==> src/rtl/opc5ls_pkg.sv <==
// opc5ls_pkg: state encoding and bus width defaults shared by the opc5ls memory arbiter
package opc5ls_pkg;
  localparam int AW_DEF = 16;
  localparam int DW_DEF = 16;
  typedef enum logic [1:0] {
    S_CPU_A = 2'b00,
    S_CPU_D = 2'b01,
    S_DMA_A = 2'b10,
    S_DMA_D = 2'b11
  } state_t;
endpackage

==> src/rtl/opc5ls_mem_arbiter.sv <==
// opc5ls_mem_arbiter: shares one synchronous single-port memory between the opc5ls CPU and a DMA requester
module opc5ls_mem_arbiter
  import opc5ls_pkg::*;
#(
  parameter int DMA_MAX_BURST = 4,
  parameter int AW = AW_DEF,
  parameter int DW = DW_DEF
) (
  input  logic          clk,
  input  logic          reset,
  input  logic [AW-1:0] cpu_address,
  input  logic [DW-1:0] cpu_dout,
  input  logic          cpu_rnw,
  output logic [DW-1:0] cpu_din,
  output logic          cpu_ce,
  input  logic          dma_req,
  input  logic          dma_rnw,
  input  logic [AW-1:0] dma_address,
  input  logic [DW-1:0] dma_wdata,
  output logic          dma_gnt,
  output logic          dma_ack,
  output logic [DW-1:0] dma_rdata,
  output logic          mem_en,
  output logic          mem_we,
  output logic [AW-1:0] mem_address,
  output logic [DW-1:0] mem_wdata,
  input  logic [DW-1:0] mem_rdata
);
  localparam logic [3:0] MAX_BURST = 4'(DMA_MAX_BURST);
  state_t     r_state;
  logic [3:0] r_burst_cnt;
  logic [3:0] w_cnt_inc;
  logic       w_cpu_a, w_cpu_d, w_dma_a, w_dma_d, w_en;
  assign w_cpu_a   = r_state == S_CPU_A;
  assign w_cpu_d   = r_state == S_CPU_D;
  assign w_dma_a   = r_state == S_DMA_A;
  assign w_dma_d   = r_state == S_DMA_D;
  assign w_cnt_inc = (r_burst_cnt == 4'hF) ? r_burst_cnt : r_burst_cnt + 4'd1;
  always_ff @(posedge clk or posedge reset)
    if (reset) begin
      r_state     <= S_CPU_A;
      r_burst_cnt <= '0;
    end else
      case (r_state)
        S_CPU_A: r_state <= S_CPU_D;
        S_CPU_D: begin
          r_burst_cnt <= '0;
          r_state     <= dma_req ? S_DMA_A : S_CPU_A;
        end
        S_DMA_A: r_state <= S_DMA_D;
        default: begin
          r_burst_cnt <= w_cnt_inc;
          r_state     <= (dma_req && w_cnt_inc < MAX_BURST) ? S_DMA_A : S_CPU_A;
        end
      endcase
  // Strobes are gated by reset so an interrupted access is dropped immediately
  assign w_en        = !reset && (w_cpu_a || w_dma_a);
  assign mem_en      = w_en;
  assign mem_we      = w_en && (w_cpu_a ? !cpu_rnw : !dma_rnw);
  assign mem_address = !w_en ? '0 : w_cpu_a ? cpu_address : dma_address;
  assign mem_wdata   = !w_en ? '0 : w_cpu_a ? cpu_dout : dma_wdata;
  assign cpu_ce      = !reset && w_cpu_d;
  assign cpu_din     = w_cpu_d ? mem_rdata : '0;
  assign dma_gnt     = !reset && w_dma_a;
  assign dma_ack     = !reset && w_dma_d;
  assign dma_rdata   = w_dma_d ? mem_rdata : '0;
endmodule
==> config.mk <==
export PLATFORM = sky130hd
export DESIGN_NAME = opc5ls_mem_arbiter
export DESIGN_NICKNAME = d
export VERILOG_FILES = /design/src/rtl/opc5ls_pkg.sv /design/src/rtl/opc5ls_mem_arbiter.sv
export SDC_FILE = /design/constraint.sdc
export NUM_CORES = 1
export LEC_CHECK = 0
export ABC_AREA = 1
export BUFFER_PORTS_ARGS = -buffer_cell sky130_fd_sc_hd__buf_2
export CORE_ASPECT_RATIO = 0.7
export CORE_UTILIZATION = 30
export CTS_CLUSTER_SIZE = 28
export DETAILED_ROUTE_END_ITERATION = 8
export GPL_ROUTABILITY_DRIVEN = 0
export GPL_TIMING_DRIVEN = 0
export PLACE_DENSITY = 0.82
export REMOVE_ABC_BUFFERS = 1
export SYNTH_ARGS = -nofsm -noshare
export SYNTH_HDL_FRONTEND = slang
export SYNTH_SLANG_ARGS = --single-unit
==> constraint.sdc <==
create_clock -name clk -period 1.7 [get_ports clk]
set_input_delay 0.34 -clock clk [delete_from_list [all_inputs] [get_ports clk]]
set_output_delay 0.34 -clock clk [all_outputs]
set_load 0.03 [all_outputs]
---- After elaboration in Yosys (flattened, before gate mapping) ----
Cells that the tools add are included.
cells by class
  mux-type cells .......................... 12
  reduce and logical (&&, ||, !) cells .... 12
  equality and inequality tests ........... 4
  $add $sub $neg .......................... 1
  magnitude comparators ................... 1
operators by type and width
  kind                                                                   number
  16-bit two-way mux                                                     6
  4-bit one-hot mux with 2 select lines                                  1
  1-bit logical AND                                                      6
  2-bit one-hot mux with 3 select lines                                  1
  4-bit by 1-bit adder with 4-bit output, second input constant          1
  2-bit equality test, second input constant                             2
  4-bit equality test, second input constant                             1
  4-bit by 3-bit < comparator with 1-bit output, second input constant   1
  2-bit two-way mux                                                      2
  4-bit two-way mux                                                      1
  1-bit logical NOT                                                      3
  2-bit by 1-bit equality test with 1-bit output, second input constant  1
  2-bit logical NOT                                                      1
  2-bit OR reduction                                                     1
  1-bit logical OR                                                       1
  1-bit two-way mux                                                      1
word-level totals
  logic and storage cells ................. 32
  register bits after elaboration ......... 6
  output and inout port bits .............. 69
  bits of input ports ..................... 85

---- Longest topological paths before layout ----
  word-level depth ........................ 6
  gate-level depth with buffers ........... 6
  mapped depth without buffers ............ 6

---- Least setup slack after synthesis ----
No wires, ideal clock.
  kind .................................... input to output
  start ................................... in reset
  end ..................................... out mem_wdata[10]
  required time ........................... 1,360 ps
  stages on the path ...................... 6
  slack ................................... -3 ps
  data arrival time ....................... 1,363 ps
  cell sequence ........................... inv_1 > nand2_2 > inv_2 > buf_6 > o21ai_0 > nor2_1
on the way
  word-level cells in the longest chain between the ends .. 3
ends and longest elaborated chain
  item                RTL line                  text
  start, declared     opc5ls_mem_arbiter.sv:10  input logic reset,
  1-bit logical NOT   opc5ls_mem_arbiter.sv:57  assign w_en = !reset && (w_cpu_a || w_dma_a);
  1-bit logical AND   opc5ls_mem_arbiter.sv:57
  net mem_en          opc5ls_mem_arbiter.sv:23  output logic mem_en,
  16-bit two-way mux  opc5ls_mem_arbiter.sv:61  assign mem_wdata = !w_en ? '0 : w_cpu_a ? cpu_dout : dma_wdata;
  end, declared       opc5ls_mem_arbiter.sv:26  output logic [DW-1:0] mem_wdata,
The timed path passes the listed nets, and every way through them passes these cells.

---- Worst setup path after layout ----
  start ................................... reg r_state[1]
  end ..................................... out mem_address[9]
on the way
  word-level cells in the longest chain between the ends .. 4
ends and longest elaborated chain
  item                                                      RTL line                                            text
  start, declared                                           opc5ls_mem_arbiter.sv:30                            state_t r_state;
  start signal, assigned                                    opc5ls_mem_arbiter.sv:48                            r_state <= dma_req ? S_DMA_A : S_CPU_A;
  start signal, assigned                                    opc5ls_mem_arbiter.sv:53                            r_state <= (dma_req && w_cnt_inc < MAX_BURST) ? S_DMA_A : S_CPU_A;
  2-bit equality test or 2-bit logical NOT (tied branches)  opc5ls_mem_arbiter.sv:36, opc5ls_mem_arbiter.sv:34
  1-bit logical OR                                          opc5ls_mem_arbiter.sv:57
  1-bit logical AND                                         opc5ls_mem_arbiter.sv:57
  16-bit two-way mux *                                      opc5ls_mem_arbiter.sv:60                            assign mem_address = !w_en ? '0 : w_cpu_a ? cpu_address : dma_address;
  end, declared                                             opc5ls_mem_arbiter.sv:25                            output logic [AW-1:0] mem_address,
Every way passes the cells marked *; elsewhere a longest branch is shown, timed or not.

==> run_summary.xml <==
<?xml version="1.0" encoding="UTF-8"?>
<metrics>
  <group name="power">
    <metric name="finalPower" unit="mW">0.846</metric>
    <metric name="power.density" unit="nW/um2">389</metric>
    <metric name="vdd_ir_drop_max" unit="uV">388</metric>
    <metric name="cellLeakagePower" unit="nW">1.36</metric>
  </group>
  <group name="critical_path">
    <metric name="r2r_setup_slack" unit="ps">360</metric>
    <metric name="worstReg2RegEnd" unit="">r_burst_cnt[0]</metric>
    <metric name="worstSetupEndpointType" unit="">primary output</metric>
    <metric name="required_time_of_the_critical_path" unit="ps">1360</metric>
    <metric name="cp-start-kind" unit="">flip-flop</metric>
    <metric name="worst_reg_to_reg_path_cell_count" unit="">5</metric>
    <metric name="path_class" unit="">flip-flop to primary output</metric>
    <metric name="data_arrival_time_of_the_worst_path" unit="ps">1350</metric>
    <metric name="timing.critical_path.fanout_max" unit="">6</metric>
    <metric name="worstReg2RegStart" unit="">r_burst_cnt[0]</metric>
  </group>
  <group name="clocking">
    <metric name="skew_pair_late_insertion_delay" unit="ps">220</metric>
    <metric name="cts_max_path_buffers" unit="">2</metric>
    <metric name="cts_made_buffers" unit="">3</metric>
    <metric name="clock-sinks" unit="">6</metric>
    <metric name="master_cell_of_the_clock_root_buffer" unit="">sky130_fd_sc_hd__clkbuf_8</metric>
    <metric name="cts_tree" unit="">yes</metric>
    <metric name="cts_max_level" unit="">1</metric>
    <metric name="cts.clk_slew.worst_paths" unit="ps">40</metric>
  </group>
  <group name="layout">
    <metric name="multi_input_area" unit="um2">749</metric>
    <metric name="num-fill-cells" unit="">312</metric>
    <metric name="final_util" unit="%">67.8</metric>
    <metric name="area.sequential" unit="um2">153</metric>
    <metric name="diodes" unit="">0</metric>
    <metric name="postLayoutCellArea" unit="um2">2180</metric>
    <metric name="design.final.nets" unit="">454</metric>
    <metric name="finalNonFillerCells" unit="">413</metric>
    <metric name="area_growth_syn_to_layout" unit="%">112</metric>
    <metric name="share_of_layout_cells_above_drive_strength_1" unit="%">51.4</metric>
  </group>
  <group name="sta">
    <metric name="post-route-period-util" unit="%">99.5</metric>
    <metric name="final-setup-viol-count" unit="">0</metric>
    <metric name="setup-tns-final" unit="ps">0</metric>
    <metric name="finalHoldViolations" unit="">0</metric>
    <metric name="max_clock_freq" unit="MHz">591</metric>
    <metric name="final_period_minus_worst_setup_slack" unit="ps">1690</metric>
    <metric name="worstMarginPinSlew" unit="ps">288</metric>
    <metric name="timing.final.max_slew_violations" unit="">0</metric>
    <metric name="fin_hold_ws" unit="ps">204</metric>
    <metric name="grt_setup_unrepaired" unit="">yes</metric>
    <metric name="clock_skew" unit="ps">5.28</metric>
    <metric name="timing.final.ws_setup" unit="ps">8.54</metric>
    <metric name="max_slew_headroom_at_the_worst_pin" unit="%">80.6</metric>
  </group>
  <group name="routing">
    <metric name="final_antenna_net_count" unit="">0</metric>
    <metric name="drt_wl_total" unit="um">4830</metric>
    <metric name="route.detailed.drc" unit="">0</metric>
    <metric name="detailedRoute.firstIterationViolations" unit="">47</metric>
    <metric name="detailroute.via_count" unit="">1853</metric>
    <metric name="firstDrtPassIters" unit="">5</metric>
    <metric name="routed_via_count_divided_by_cell_count" unit="">4.49</metric>
    <metric name="routed_wire_length_per_instance" unit="um">11.7</metric>
  </group>
  <group name="synth">
    <metric name="post_synth_inst_count" unit="">203</metric>
    <metric name="synth_top_cell_by_area" unit="">sky130_fd_sc_hd__nor2_1</metric>
    <metric name="seq_area_frac_synth" unit="%">14.6</metric>
    <metric name="top_cells_by_area_in_the_synthesized_netlist" unit="">sky130_fd_sc_hd__nor2_1 37%, sky130_fd_sc_hd__dfrtp_1 15%, sky130_fd_sc_hd__o21ai_0 15%, sky130_fd_sc_hd__inv_1 8.4%, sky130_fd_sc_hd__buf_6 6.6%</metric>
    <metric name="post_synth_num_cell_types" unit="">18</metric>
    <metric name="ys_ff_latch" unit="">6</metric>
    <metric name="ys_warn_count" unit="">0</metric>
    <metric name="syn-mean-instance-area" unit="um2">5.05</metric>
    <metric name="cell_area_synth" unit="um2">1030</metric>
    <metric name="synth_top_area_share" unit="%">36.6</metric>
  </group>
  <group name="floorplan">
    <metric name="placementRows" unit="">17</metric>
    <metric name="die_area" unit="um2">3660</metric>
    <metric name="start_util" unit="%">31.9</metric>
    <metric name="fp.dieW" unit="um">71.9</metric>
    <metric name="ioPinCount" unit="">154</metric>
    <metric name="height_of_the_die" unit="um">50.9</metric>
    <metric name="coreArea" unit="um2">3210</metric>
  </group>
  <group name="grt">
    <metric name="number_of_antenna_violations_at_the_first_check_in_global_routing" unit="">0</metric>
    <metric name="globalRouteOverflowTotal" unit="">0</metric>
    <metric name="groute.usage.overall" unit="%">22.6</metric>
    <metric name="grt_start_max_net_pins" unit="">20</metric>
    <metric name="global_route_wire_length_before_repair" unit="um">6640</metric>
    <metric name="grt_pass1_vias" unit="">1418</metric>
  </group>
  <group name="worst_hold_path">
    <metric name="worst_hold_class" unit="">primary input to async pin</metric>
  </group>
  <group name="job">
    <metric name="reported_max_cap_violation_count" unit="">0</metric>
  </group>
  <group name="placed_design">
    <metric name="place.detailed.instances" unit="">392</metric>
    <metric name="placement.cell_area" unit="um2">1760</metric>
    <metric name="dp_hpwl" unit="um">3060</metric>
    <metric name="numPortBuffers" unit="">153</metric>
    <metric name="pre_cts_slack" unit="ps">-311</metric>
  </group>
  <group name="run_status">
    <metric name="status" unit="">finished, final reports clean</metric>
  </group>
</metrics>
[per-layer routing]
layer  part of all wire [%]  vias up  GRT usage (%)  wire, um
li1                       -      953              -         -
met1                     44      805           28.2      2120
met2                     49       89           42.6      2370
met3                    6.4        6           2.56       310
met4                   0.60        0           3.59        29
met5                      0        -              0         0
[critical path, stage by stage (launching register included)]
cell	delay (ps)
sky130_fd_sc_hd__dfrtp_2	440
sky130_fd_sc_hd__clkinv_8	110
sky130_fd_sc_hd__buf_8	140
sky130_fd_sc_hd__buf_4	130
sky130_fd_sc_hd__o21ai_2	100
sky130_fd_sc_hd__nor2_1	50
sky130_fd_sc_hd__buf_4	160
[logic make-up (layout without fill, tap and decap cells)]
group	count (synthesis)	after routing	synth area share [%]
simple gates	119	120	45.9
fa+ha+maj	1	1	1.22
buf+inv	37	199	18.4
flops	6	6	14.6
compound gates	40	40	19.9
[placed cells by master (no fill, tap or decap), drive strengths merged]
master    instances
a21oi             3
clkinvlp          1
clkbuf           11
inv              24
ha                1
a22o              1
o21ai            36
clkinv            4
nor2            101
nand3             5
nand2            14
buf             159
dfrtp             6
[power breakdown]
part           switching [mW]  leakage, nW  internal (mW)
Combinational           0.274         1.27          0.180
Clock                  0.0685       0.0216          0.153
Sequential             0.0152       0.0732          0.155
Total                   0.358         1.36          0.488
[synthesized netlist by cell type]
library cell / count
sky130_fd_sc_hd__inv_1: 23
sky130_fd_sc_hd__nand2_1: 9
sky130_fd_sc_hd__nand3_1: 5
sky130_fd_sc_hd__inv_4: 1
sky130_fd_sc_hd__dfrtp_1: 6
sky130_fd_sc_hd__nor2_1: 100
sky130_fd_sc_hd__nor2_2: 1
sky130_fd_sc_hd__nand2_2: 3
sky130_fd_sc_hd__ha_1: 1
sky130_fd_sc_hd__clkbuf_1: 3
sky130_fd_sc_hd__o21ai_1: 6
sky130_fd_sc_hd__buf_6: 6
sky130_fd_sc_hd__o21ai_0: 30
sky130_fd_sc_hd__nand2_4: 1
sky130_fd_sc_hd__inv_2: 2
sky130_fd_sc_hd__a21oi_1: 3
sky130_fd_sc_hd__a22o_1: 1
sky130_fd_sc_hd__buf_2: 2
[worst max path at each step]
stage / startpoint / end / cells after the start / slack [ps]
4_1_cts: r_state[0] / dma_rdata[12] / 4 / -10
3_3_place_gp: reset / mem_wdata[8] / 7 / -310
6_report: r_state[1] / mem_address[9] / 6 / 9
3_5_place_dp: reset / mem_wdata[8] / 7 / -310
2_1_floorplan: reset / mem_we / 5 / -200
5_1_grt: r_state[0] / mem_address[9] / 6 / -50
[final cells by class]
cell class              count  area share, %
well taps                  47           2.70
clock buffers               3           1.90
repair inverters            3           1.78
inverters                  26           5.80
repair buffers            167           46.4
flip-flops and latches      6           7.01
multi-input cells         161           34.4
[flip-flops by register name, summed over array words and instances (netlist names)]
name / cells
r_burst_cnt: 4
r_state: 2
[what timing repair did]
action / in CTS / in global routing
setup buffers: 2 / 12
hold buffers: 0 / 0
setup endpoints to repair: 68 / 66
gates resized for setup: 32 / 84
gates cloned: 4 / 0
pin swaps: 1 / 14
Power figures use the tool's default switching activity.
